$ cat src/rtl/btn_debounce.sv
// Four-channel push-button synchroniser, debouncer and press-edge detector.
// Optional long-press detection is enabled by defining BTN_DEBOUNCE_LONG_PRESS_EN.
module btn_debounce #(
  parameter int SYNC_STAGES       = 2,
  parameter int DEBOUNCE_CYCLES   = 1000000,
  parameter bit BTN_ACTIVE_LOW    = 1'b1,
  parameter int LONG_PRESS_CYCLES = 50000000
) (
  input  logic       clk,
  input  logic       rst,
  input  logic [3:0] btn_raw,
  output logic       btn_0,
  output logic       btn_1,
  output logic       btn_2,
  output logic       btn_3,
  output logic [3:0] btn_press
`ifdef BTN_DEBOUNCE_LONG_PRESS_EN
  ,
  output logic [3:0] btn_long
`endif
);

  localparam int CW = $clog2(DEBOUNCE_CYCLES + 1);
  localparam logic [CW-1:0] CNT_LAST = CW'(DEBOUNCE_CYCLES - 1);

  logic [SYNC_STAGES-1:0] sync_r [4];
  logic [CW-1:0]          cnt_r  [4];
  logic [3:0]             q_r;
  logic [3:0]             q_d_r;
  logic [3:0]             s;

  // Normalise pad polarity so that 1 always means pressed.
  assign s = btn_raw ^ {4{BTN_ACTIVE_LOW}};

  always_ff @(posedge clk) begin
    if (rst) begin
      for (int i = 0; i < 4; i++) begin
        sync_r[i] <= '0;
        cnt_r[i]  <= '0;
      end
      q_r       <= '0;
      q_d_r     <= '0;
      btn_press <= '0;
    end else begin
      for (int i = 0; i < 4; i++) begin
        sync_r[i] <= {sync_r[i][SYNC_STAGES-2:0], s[i]};
        // Any cycle of agreement restarts the count, so short glitches never land.
        if (sync_r[i][SYNC_STAGES-1] == q_r[i]) begin
          cnt_r[i] <= '0;
        end else if (cnt_r[i] == CNT_LAST) begin
          q_r[i]   <= sync_r[i][SYNC_STAGES-1];
          cnt_r[i] <= '0;
        end else begin
          cnt_r[i] <= cnt_r[i] + CW'(1);
        end
      end
      q_d_r     <= q_r;
      btn_press <= q_r & ~q_d_r;
    end
  end

  assign btn_0 = q_r[0];
  assign btn_1 = q_r[1];
  assign btn_2 = q_r[2];
  assign btn_3 = q_r[3];

`ifdef BTN_DEBOUNCE_LONG_PRESS_EN
  localparam int LW = $clog2(LONG_PRESS_CYCLES + 1);
  localparam logic [LW-1:0] LONG_MAX = LW'(LONG_PRESS_CYCLES);

  logic [LW-1:0] hold_r [4];

  always_ff @(posedge clk) begin
    if (rst) begin
      for (int i = 0; i < 4; i++) hold_r[i] <= '0;
    end else begin
      for (int i = 0; i < 4; i++) begin
        if (!q_r[i])
          hold_r[i] <= '0;
        else if (hold_r[i] != LONG_MAX)
          hold_r[i] <= hold_r[i] + LW'(1);
      end
    end
  end

  // Gated by q so the long flag drops on the very edge the level falls.
  always_comb begin
    btn_long = '0;
    for (int i = 0; i < 4; i++) btn_long[i] = q_r[i] & (hold_r[i] == LONG_MAX);
  end
`endif

endmodule

$ cat config.mk
export PLATFORM = sky130hd
export DESIGN_NAME = btn_debounce
export DESIGN_NICKNAME = d
export VERILOG_FILES = /design/src/rtl/btn_debounce.sv
export SDC_FILE = /design/constraint.sdc
export NUM_CORES = 1
export LEC_CHECK = 0
export BUFFER_PORTS_ARGS = -buffer_cell sky130_fd_sc_hd__buf_2
export CAP_MARGIN = 20
export CORE_MARGIN = 2
export CORE_UTILIZATION = 60
export DETAILED_ROUTE_END_ITERATION = 7
export PLACE_DENSITY = 0.77
export SLEW_MARGIN = 20
export SYNTH_ARGS = -nofsm -noshare
export SYNTH_HDL_FRONTEND = slang
export SYNTH_SLANG_ARGS = --single-unit
$ cat constraint.sdc
create_clock -name clk -period 2.8 [get_ports clk]
set_input_delay 0.28 -clock clk [delete_from_list [all_inputs] [get_ports clk]]
set_output_delay 0.28 -clock clk [all_outputs]
set_load 0.02 [all_outputs]
==> flow_metrics.tcl <==
set metrics [dict create \
    hold_violations 0 \
    synth_cell_type_count 40 \
    fin_skew_ns 0.00805 \
    ys.flop_type "edfxtp_1" \
    seqCellArea_um2 2800 \
    wire_per_inst_um 12.4 \
    syn_inst 484 \
    htree_levels 3 \
    ir_drop_mv 0.288 \
    antennaDiodeCount 0 \
    fp.dieW_um 95.8 \
    drt_iter0_markers 125 \
    numPortBuffers 13 \
    cts_tree "yes" \
    slowest_stage "or4_4" \
    max_stage_delay_ns 0.58 \
    antenna_found_initial 0 \
    timing.hold.ws_ns 0.0667 \
    status "finished clean" \
    vias 3639 \
    coreArea_um2 8180 \
    tightestPinTransition_ns 0.584 \
    first_pass_iters 4 \
    dp_hpwl_mm 6.09 \
    insertion_delay_ns 0.36 \
    die_area_um2 9170 \
    postSynthAreaPerCell_um2 10.4 \
    numCtsBuffers 9 \
    synth_area_um2 5050 \
    cts.repair.resized 0 \
    start_util 0.618 \
    first_global_vias 3441 \
    grt_usage 0.203 \
    maxSlewViolCount 0 \
    layout-drive-gt1-share 0.0760 \
    ys_async_sr_fraction 0 \
    wl_mm 8.45 \
    grt_pass1_wl_mm 14.7 \
    slew_headroom 0.607 \
    critPathLaunchType "flop" \
    path_class "flop to flop" \
    clk_path_buf_depth 2 \
    powerDensity_nw_per_um2 465 \
    p_sw_uw 610 \
    cts_sinks 100 \
    cp_max_fo 19 \
    rows 33 \
    grt_max_degree 22 \
    cts-root-buf "clkbuf_8" \
    crit_path_end_kind "flop" \
    crit_chain "or4b_1 -> or4_4 -> o21ai_4 -> nor2_1" \
    min_path_type "input port to flop" \
    switching_share 0.232 \
    gp_congestion 0.805 \
    ioPinCount 14 \
    fp.dieH_um 95.8 \
    multi_input_area_um2 2380 \
    fmax_ghz 0.419 \
    n_fill_cell 659 \
    synth_edf_count 80 \
    setup_viol 0 \
    post-cts-setup-buffers 0 \
    grt_setup_unrepaired "no" \
    cts_hold_buf 0 \
    cp.required_ns 2.90 \
    fin_tns_setup_ns 0 \
    p_leak_nw 1.94 \
    nets 584 \
    antenna_left 0 \
    viasPerCell 5.32 \
    area_delta_synth_final_pct 11.9 \
    finalCritPeriodShare 0.852 \
    p_int_mw 2.02 \
    seq_power_share 0.653 \
    ys_ff_latch 100 \
    ys_seq_area_frac 0.555 \
    cp.arrival_ns 2.48 \
    power_frac_clock 0.303 \
    cts.clk_slew.worst_paths_ns 0.09 \
    min_period_ns 2.39 \
    p_comb_frac 0.045 \
    cap_violations 0 \
    ys_warn_count 0 \
    post-route-drc-count 0 \
    grt-ovfl-total 0 \
]
-- flip-flops by register name, indices dropped and copies added, names as in the netlist --
signal and flops:
cnt_r 80, sync_r 8, btn_press 4, q_d_r 4, q_r 4
-- logic make-up (layout without fill, tap and decap cells) --
group                      after synthesis  after routing  synth area share
buffers and inverters                   40             56            0.0327
other                                    1             80          0.000742
and+or+nand+nor                        228            228             0.241
xor gates and xnor gates                53             53            0.0919
DFF                                    100            100             0.555
adders and majority gates                4              4           0.00990
AOI/OAI and AO/OA                       58             58            0.0696
-- layout by cell type, fill, tap and decap left out, drive strengths merged, types with 19 or more instances in the layout --
cell     n
edfxtp  80
conb    80
nor2    69
xnor2   32
nand3   32
a21oi   25
inv     23
xor2    21
nand4   20
dfxtp   20
nand2   19
-- worst paths after layout --
path           startpoint            to  slack, ns  cells past startpoint
min            btn_raw[2]  sync_r[2][0]       0.07                      2
max reg2reg  cnt_r[2][12]   cnt_r[2][3]       0.41                      4
max          cnt_r[2][12]   cnt_r[2][3]       0.41                      4
min reg2reg      q_d_r[0]  btn_press[0]       0.38                      1
-- stage by stage --
step / total power, mW / std cells / util / area [um^2] / worst slack (ns)
3_3_place_gp: 1.86 / 668 / 0.672 / 5500 / 0.463
6_report: 2.63 / 684 / 0.692 / 5660 / 0.414
3_5_place_dp: 1.86 / 668 / 0.672 / 5500 / 0.396
5_1_grt: 2.74 / 684 / 0.692 / 5660 / 0.280
4_1_cts: 2.65 / 684 / 0.692 / 5660 / 0.389
2_1_floorplan: 1.83 / 563 / - / 5350 / 0.603
-- layout make-up --
cell class / instances / area share
multi-input cells: 423 / 0.421
well taps: 105 / 0.0232
flip-flops and latches: 100 / 0.495
clock inverters: 6 / 0.00553
inverters: 23 / 0.0153
repair buffers: 17 / 0.0168
clock buffers: 10 / 0.0226
-- cells in the mapped netlist, types with 2 or more instances --
library cell / count / area [um^2]
a21oi_1: 25 / 125
a31o_2: 4 / 35.0
and3_1: 5 / 31.3
and4_1: 4 / 35.0
buf_2: 5 / 25.0
clkbuf_1: 10 / 37.5
dfxtp_1: 20 / 400
edfxtp_1: 80 / 2400
ha_1: 4 / 50.1
inv_1: 23 / 86.3
nand2_1: 19 / 71.3
nand3_1: 31 / 155
nand4_1: 20 / 125
nor2_1: 69 / 259
nor2b_1: 12 / 75.1
nor3_1: 12 / 60.1
nor4_1: 12 / 75.1
o21a_1: 2 / 15.0
o21ai_0: 14 / 70.1
o21ai_1: 2 / 10.0
o21ba_2: 2 / 20.0
o31ai_1: 8 / 60.1
or2_2: 2 / 12.5
or3_1: 15 / 93.8
or4_1: 16 / 120
or4b_1: 3 / 30.0
xnor2_1: 32 / 280
xor2_1: 21 / 184
-- power by group through the flow --
stage / clock [mW] / sequential, mW / combinational, mW
after floorplan: 0 / 1.73 / 0.0958
after global placement: 0 / 1.74 / 0.111
after detailed placement: 0 / 1.75 / 0.114
after CTS: 0.821 / 1.72 / 0.115
after global routing: 0.873 / 1.73 / 0.137
final: 0.796 / 1.72 / 0.117
-- layer usage --
metal	wire length (um)	track usage	vias to the layer above	share of wire
met5	0	0	-	0
met4	164	0.0762	0	0.019
met3	224	0.0462	13	0.027
met2	4060	0.339	39	0.48
met1	4000	0.260	1723	0.47
li1	-	-	1864	-
-- critical path, delay by kind of cell, from the launching register on --
family / cells / cell delay (ns)
simple gates: 3 / 1.22
flops: 1 / 0.48
compound gates: 1 / 0.43
No activity file was read; power rests on OpenSTA's default activity.
